**src/rtl/debug_apb_arbiter.sv**
```systemverilog
// Two-requester APB master: round-robin arbitration over a REQ/ACK handshake,
// legal SETUP/ACCESS sequencing, and a bounded PREADY wait.
// Ports:
//   PCLK, PRESETn           clock, synchronous active-low reset
//   Rn_REQ/ADDR/WRITE/WDATA requester n transfer request and payload
//   Rn_ACK/RDATA/ERR        requester n completion pulse, read data, timeout flag
//   PSEL/PENABLE/PWRITE     APB master controls
//   PADDR/PWDATA/PRDATA     APB address, write data, read data
//   PREADY                  APB ready
//   BUSY                    transfer in flight (SETUP, ACCESS, DONE)
//   GRANT                   requester owning the current or last transfer
module debug_apb_arbiter #(
  parameter int unsigned TIMEOUT = 16
) (
  input  logic       PCLK,
  input  logic       PRESETn,
  input  logic       R0_REQ,
  input  logic [7:0] R0_ADDR,
  input  logic       R0_WRITE,
  input  logic [7:0] R0_WDATA,
  output logic       R0_ACK,
  output logic [7:0] R0_RDATA,
  output logic       R0_ERR,
  input  logic       R1_REQ,
  input  logic [7:0] R1_ADDR,
  input  logic       R1_WRITE,
  input  logic [7:0] R1_WDATA,
  output logic       R1_ACK,
  output logic [7:0] R1_RDATA,
  output logic       R1_ERR,
  output logic       PSEL,
  output logic       PENABLE,
  output logic       PWRITE,
  output logic [7:0] PADDR,
  output logic [7:0] PWDATA,
  input  logic [7:0] PRDATA,
  input  logic       PREADY,
  output logic       BUSY,
  output logic       GRANT
);

  localparam int unsigned CW = 8;
  localparam int unsigned DW = 8;

  typedef enum logic [1:0] {S_IDLE, S_SETUP, S_ACCESS, S_DONE} state_e;

  state_e          state_q, state_d;
  logic [CW-1:0]   cnt_q, cnt_d;
  logic            last_q, last_d;
  logic            grant_q, grant_d;
  logic [DW-1:0]   paddr_q, paddr_d;
  logic [DW-1:0]   pwdata_q, pwdata_d;
  logic            pwrite_q, pwrite_d;
  logic [DW-1:0]   rdata0_q, rdata0_d;
  logic [DW-1:0]   rdata1_q, rdata1_d;
  logic [1:0]      ack_q, ack_d;
  logic [1:0]      err_q, err_d;
  logic            psel_q, psel_d;
  logic            penable_q, penable_d;
  logic            busy_q, busy_d;

  logic            win_c;
  logic            xfer_end_c;
  logic            timeout_c;
  logic [DW-1:0]   rd_val_c;

  // Next-state, arbitration and completion logic
  always_comb begin
    state_d    = state_q;
    cnt_d      = cnt_q;
    last_d     = last_q;
    grant_d    = grant_q;
    paddr_d    = paddr_q;
    pwdata_d   = pwdata_q;
    pwrite_d   = pwrite_q;
    rdata0_d   = rdata0_q;
    rdata1_d   = rdata1_q;
    ack_d      = 2'b00;
    err_d      = 2'b00;
    win_c      = 1'b0;
    xfer_end_c = 1'b0;
    timeout_c  = 1'b0;
    rd_val_c   = PRDATA;

    case (state_q)
      S_IDLE: begin
        if (R0_REQ || R1_REQ) begin
          // On a tie the requester that did not own the last transfer wins
          win_c    = (R0_REQ && R1_REQ) ? ~last_q : R1_REQ;
          grant_d  = win_c;
          last_d   = win_c;
          paddr_d  = win_c ? R1_ADDR  : R0_ADDR;
          pwrite_d = win_c ? R1_WRITE : R0_WRITE;
          pwdata_d = win_c ? R1_WDATA : R0_WDATA;
          state_d  = S_SETUP;
        end
      end
      S_SETUP: begin
        cnt_d   = '0;
        state_d = S_ACCESS;
      end
      S_ACCESS: begin
        cnt_d = cnt_q + CW'(1);
        // cnt_q counts ACCESS cycles already spent; PREADY beats the timeout
        if (PREADY) begin
          xfer_end_c = 1'b1;
        end else if (cnt_q == CW'(TIMEOUT - 1)) begin
          xfer_end_c = 1'b1;
          timeout_c  = 1'b1;
        end
        if (xfer_end_c) begin
          state_d         = S_DONE;
          ack_d[grant_q]  = 1'b1;
          err_d[grant_q]  = timeout_c;
          rd_val_c        = timeout_c ? '0 : PRDATA;
          if (!pwrite_q) begin
            if (grant_q) rdata1_d = rd_val_c;
            else         rdata0_d = rd_val_c;
          end
        end
      end
      default: begin
        state_d = S_IDLE;
      end
    endcase

    psel_d    = (state_d == S_SETUP) || (state_d == S_ACCESS);
    penable_d = (state_d == S_ACCESS);
    busy_d    = (state_d != S_IDLE);
  end

  // State and output registers
  always_ff @(posedge PCLK) begin
    if (!PRESETn) begin
      state_q   <= S_IDLE;
      cnt_q     <= '0;
      last_q    <= 1'b1;
      grant_q   <= 1'b0;
      paddr_q   <= '0;
      pwdata_q  <= '0;
      pwrite_q  <= 1'b0;
      rdata0_q  <= '0;
      rdata1_q  <= '0;
      ack_q     <= 2'b00;
      err_q     <= 2'b00;
      psel_q    <= 1'b0;
      penable_q <= 1'b0;
      busy_q    <= 1'b0;
    end else begin
      state_q   <= state_d;
      cnt_q     <= cnt_d;
      last_q    <= last_d;
      grant_q   <= grant_d;
      paddr_q   <= paddr_d;
      pwdata_q  <= pwdata_d;
      pwrite_q  <= pwrite_d;
      rdata0_q  <= rdata0_d;
      rdata1_q  <= rdata1_d;
      ack_q     <= ack_d;
      err_q     <= err_d;
      psel_q    <= psel_d;
      penable_q <= penable_d;
      busy_q    <= busy_d;
    end
  end

  assign R0_ACK   = ack_q[0];
  assign R1_ACK   = ack_q[1];
  assign R0_ERR   = err_q[0];
  assign R1_ERR   = err_q[1];
  assign R0_RDATA = rdata0_q;
  assign R1_RDATA = rdata1_q;
  assign PSEL     = psel_q;
  assign PENABLE  = penable_q;
  assign PWRITE   = pwrite_q;
  assign PADDR    = paddr_q;
  assign PWDATA   = pwdata_q;
  assign BUSY     = busy_q;
  assign GRANT    = grant_q;

endmodule

```
**config.mk**
```make
export PLATFORM = sky130hd
export DESIGN_NAME = debug_apb_arbiter
export DESIGN_NICKNAME = d
export VERILOG_FILES = /design/src/rtl/debug_apb_arbiter.sv
export SDC_FILE = /design/constraint.sdc
export NUM_CORES = 1
export LEC_CHECK = 0
export ABC_CLOCK_PERIOD_IN_PS = 2200
export CORE_ASPECT_RATIO = 1.5
export CORE_UTILIZATION = 46
export CTS_BUF_LIST = sky130_fd_sc_hd__clkbuf_8
export DETAILED_ROUTE_END_ITERATION = 16
export PLACE_DENSITY_LB_ADDON = 0.2
export SYNTH_ARGS = -nofsm -noshare
export SYNTH_HDL_FRONTEND = slang
export SYNTH_SLANG_ARGS = --single-unit
```
**constraint.sdc**
```tcl
create_clock -name PCLK -period 2.2 [get_ports PCLK]
set_clock_uncertainty 0.2 [all_clocks]
set_input_delay 0.44 -clock PCLK [delete_from_list [all_inputs] [get_ports PCLK]]
set_output_delay 0.44 -clock PCLK [all_outputs]
set_load 0.005 [all_outputs]
```
Yosys cells after proc, flatten, opt, wreduce, memory -nomap -nowiden
Cells that the tools add are included.
- $add $sub $neg: 1
- order comparisons: 2
- equal/unequal tests: 5
- multiplexer cells: 16
- bitwise logic cells: 4
- reduce and logical (&&, ||, !) cells: 11
- operators by type and width (operator ; number):
    $mux W8 ; 3
    $pmux W8 S2 ; 1
    $add A8 B1 Y8 const B ; 1
    $eq A8 B4 Y1 const B ; 1
    $mux W1 ; 8
    $reduce_and A4 Y1 ; 2
    $pmux W2 S3 ; 1
    $eq A2 B1 Y1 const B ; 2
    $eq A2 B2 Y1 const B ; 2
    $mux W2 ; 2
    $reduce_bool A2 Y1 ; 2
    $not A1 Y1 ; 3
    $reduce_and A3 Y1 ; 1
    $and A2 B2 Y2 ; 1
    $logic_and A1 B1 Y1 ; 2
    $logic_not A2 Y1 ; 1
    $logic_or A1 B1 Y1 ; 2
    $lt A1 B2 Y1 const B ; 1
    $reduce_and A2 Y1 ; 1
    $demux W1 S1 ; 1
    $ge A1 B1 Y1 const B ; 1
- flip-flop bits (word level): 52
- input bits: 47
- output and inout bits: 41
- logic and storage cells: 53

Logic depth before layout (Yosys ltp)
- depth after elaboration: 8
- mapped depth: 8
- depth with buffers taken out: 6

Worst setup path after synthesis
No wires, ideal clock.
- kind: register to register
- start point: reg cnt_q[0]
- end point: reg psel_q, in the netlist PSEL
- library setup time: 0.115 ns
- data arrival time: 1.498 ns
- data required time: 1.885 ns
- setup slack: 0.388 ns
- cell stages (with the launch flop): 7
- path buffers: 0
- period minus slack after synthesis: 1.812 ns
- cells stage by stage: dfxtp_1 ha_1 and3_1 nand3_1 a41o_1 ha_1 and2_1
- word-level cells in the longest chain between the ends: 8
- elaborated cells between the ends (all ways): 9
- classes of those cells: 3 x eq/ne; 5 x mux; 1 x reduce/logical
- ends and longest elaborated chain (element ; RTL line ; RTL):
    start: declaration ; 48 ; logic [CW-1:0] cnt_q, cnt_d;
    start signal: assignment ; 151 ; cnt_q <= cnt_d;
    $eq A8 B4 Y1 (*) ; 107 ; end else if (cnt_q == CW'(TIMEOUT - 1)) begin
    $mux W1 (*) ; 107 ;
    $mux W1 (*) ; 105 ; if (PREADY) begin
    $mux W1 (*) ; 85 ; case (state_q)
    $mux W2 (*) ; 111 ; if (xfer_end_c) begin
    $pmux W2 S3 (*) ; 85 ;
    $eq A2 B1 Y1 / $eq A2 B2 Y1 (equally long branches) ; 127 ; psel_d = (state_d == S_SETUP) || (state_d == S_ACCESS);
    $logic_or A1 B1 Y1 (*) ; 127 ;
    named net psel_d ; 58 ; logic psel_q, psel_d;
    end signal: assignment ; 161 ; psel_q <= psel_d;
    end: declaration ; 58 ;
The timed path passes the listed nets; every way through them passes the cells marked *. The select of a mux whose other input is x is not followed.
A chain may end at the register's enable or synchronous reset.

Final worst setup path
- start point: reg grant_q, in the netlist GRANT
- end point: out GRANT
- RTL lines (element ; RTL line ; RTL):
    start: declaration ; 50 ; logic grant_q, grant_d;
    start signal: assignment ; 153 ; grant_q <= grant_d;
    end: declaration ; 39 ; output logic GRANT
No word-level cell between the ends.

==> flow_metrics.tcl <==
set metrics [dict create \
    run_status "completed" \
    ctsRootBufferMaster "clkbuf_8" \
    standard_cell_row_count 31 \
    io-pin-count 88 \
    portion_of_the_clock_cycle_consumed_by_the_worst_path_in_the_final_layout_pct 91.4 \
    areal_power_density_over_the_cells_nw_per_um2 921 \
    detailed_route_via_count 2168 \
    synth_top_family_by_area "compound AO/OA/AOI/OAI gates" \
    tritoncts "built" \
    floorplan.die.height_um 90.0 \
    critical_path_class "flop to primary output" \
    postSynth.topFlopCell "dfxtp_1" \
    route.detailed.drc 0 \
    power_leakage_nw 1.33 \
    cp_data_required_time_ns 1.56 \
    muxShareOfSynthArea_pct 0 \
    horizontal_extent_of_the_die_um 60.7 \
    drtIter0Drc 73 \
    cp-end-kind "primary output" \
    clk_pin_slew_worst_paths_ns 0.09 \
    min-delay-path-class "flop to flop" \
    synth_top_cells_by_count "nand2_1, dfxtp_1, o21ai_0, a31oi_1" \
    max-vdd-ir-drop_v 0.000573 \
    ant_nets 0 \
    slew_headroom_pct 67.5 \
    grt_remaining_overflow 0 \
    async_reset_ff_share_pct 0 \
    synth-seq-area-share_pct 43.8 \
    cp.arrival_ns 1.37 \
    drv_slew 0 \
    n_antenna_cell 0 \
    antenna_found_initial 0 \
    via_count_of_the_first_global_routing_pass 2250 \
    worst_pin_slew_ns 0.484 \
    synthToLayoutAreaGrowth_pct 43.9 \
    synth_largest_type_area_fraction_pct 43.8 \
    synthAdderAreaFrac_pct 3.16 \
    synth_seq_cells 52 \
    cp_slowest_cell "clkdlybuf4s50_1" \
    clock_sinks 52 \
    yosysWarningCount 0 \
    final_core_utilization_pct 70.0 \
    fmax_ghz 0.497 \
    fin_crit_ns 2.01 \
    multi_input_combinational_cell_area_um2 1210 \
    initial_utilization_pct 48.6 \
    register_area_um2 1040 \
    cts_buffers 5 \
    routed_wl_mm 5.48 \
    synth_area_leaders "dfxtp_1, nand2_1, o221a_4" \
    timing.critical_path.buf_inv 1 \
    max_cap_violations 0 \
    worst_setup_path_start_kind "flop" \
    synth_simple_gate_area_share_pct 22.6 \
    globalRouteTotalUtil_pct 22.7 \
    grt_start_max_net_pins 45 \
    die_area_um2 5460 \
    via_per_inst 5.22 \
    synth_enable_flop_cells 0 \
    clk_path_buf_depth 2 \
    syn-num-nets 316 \
    dp.final_hpwl_mm 3.98 \
    synth_compound_gate_area_share_pct 23.6 \
    gpl.final_weighted_congestion 0.736 \
    synthMostInstantiatedCell "nand2_1" \
    routed_wire_length_per_instance_um 13.2 \
    syn_std_cell_area_um2 2380 \
    wire_length_of_the_first_global_routing_pass_mm 9.57 \
    drive_above_1_share_pct 10.3 \
    post_synth_inst_count 263 \
    layout.nets 401 \
    final_hold_slack_ns 0.318 \
    slowest_delay_ns 0.57 \
    post-cts-setup-buffer-count 0 \
    cts-htree-levels 2 \
    core_region_area_um2 4890 \
    holdBufCountCts 0 \
    timing.final.hold_violations 0 \
    rsz_0062_raised_after_global_routing "no" \
    parity_gate_share_of_the_synthesized_area_counting_xor_and_xnor_cells_pct 1.47 \
    setup_viol 0 \
    critical_path_peak_fanout 7 \
    synth.lib_cells_used.distinct 41 \
    post_cts.resized_instances 0 \
    buffer_ports.inserted 87 \
    worstPathCellList "clkdlybuf4s50_1" \
    worstSkewPairLatency_ns 0.30 \
    worst_path_dominant_cell_family "buffers and inverters" \
    yosysTopAreaCell "dfxtp_1" \
    syn-mean-instance-area_um2 9.03 \
    first_pass_iters 4 \
    layout.filler_cells 405 \
]
[path summary, 6_finish.rpt]
check                                      startpoint                     to  slack, ns  depth (start not counted)
worst max-delay path               GRANT$_SDFFE_PN0P_                  GRANT       0.19                          1
worst min-delay path            cnt_q[1]$_SDFFE_PN0P_  cnt_q[1]$_SDFFE_PN0P_       0.32                          2
worst max register to register  cnt_q[0]$_SDFFE_PN0P_        PSEL$_SDFF_PN0_       0.23                          6
worst min register to register  cnt_q[1]$_SDFFE_PN0P_  cnt_q[1]$_SDFFE_PN0P_       0.32                          2
[metal layers]
metal / routed length (um) / GRT usage, %
met1: 2140 / 22.3
met2: 2900 / 41.8
met3: 340 / 7.48
met4: 106 / 7.95
met5: 0 / 0
[cells in the final DEF (no fill, tap or decap), drive strengths merged]
cell,n
or4,1
o221a,16
and3,10
nand4,2
a21bo,1
inv,6
xnor2,1
and3b,1
buf,10
xor2,3
nor2b,10
nor4,2
a41o,1
clkbuf,6
clkdlybuf4s50,87
o21ai,23
o21a,1
nor3,2
a21oi,5
nand2,64
nor2,5
dfxtp,52
or3,2
and2,3
nand2b,1
a31oi,17
ha,6
nand3,5
a41oi,1
nor3b,1
a22oi,1
a21boi,2
o31ai,1
[power breakdown]
part / switching, mW / internal [mW] / total [mW]
Clock: 0.302 / 0.248 / 0.550
Combinational: 0.594 / 0.730 / 1.32
Sequential: 0.124 / 1.15 / 1.27
[sequential cells by signal, indices dropped and copies added (netlist names), 2 cells and up]
name and flops:
PADDR 8, PWDATA 8, R0_RDATA 8, R1_RDATA 8, ack_q 2, cnt_q 8
err_q 2, state_q 2
[cell families (layout without fill, tap and decap cells)]
| logic type | Yosys count | after routing |
|---|---|---|
| AOI/OAI and AO/OA | 69 | 69 |
| xor gates and xnor gates | 4 | 4 |
| adders and majority gates | 6 | 6 |
| buffers and inverters | 23 | 109 |
| DFF | 52 | 52 |
| and+or+nand+nor | 109 | 109 |
[cell type report]
cell class	count	share of cell area (%)
timing repair buffer	97	28.8
multi-input combinational	188	35.3
clock buffer	6	2.41
inverter	4	0.439
sequential	52	30.4
tap	66	2.41
clock inverter	2	0.220
[through the flow]
stage | instances | setup slack [ns] | setup TNS (ns) | instance area (um2) | power [mW]
6_report | 415 | 0.188 | 0 | 3420 | 3.15
5_1_grt | 415 | 0.0871 | 0 | 3420 | 3.40
4_1_cts | 415 | 0.168 | 0 | 3420 | 3.18
3_5_place_dp | 407 | -0.0152 | -0.0152 | 3330 | 2.63
3_3_place_gp | 407 | 0.0427 | 0 | 3330 | 2.59
2_1_floorplan | 263 | 0.388 | 0 | 2380 | 1.98
(Power assumes the default switching activity.)
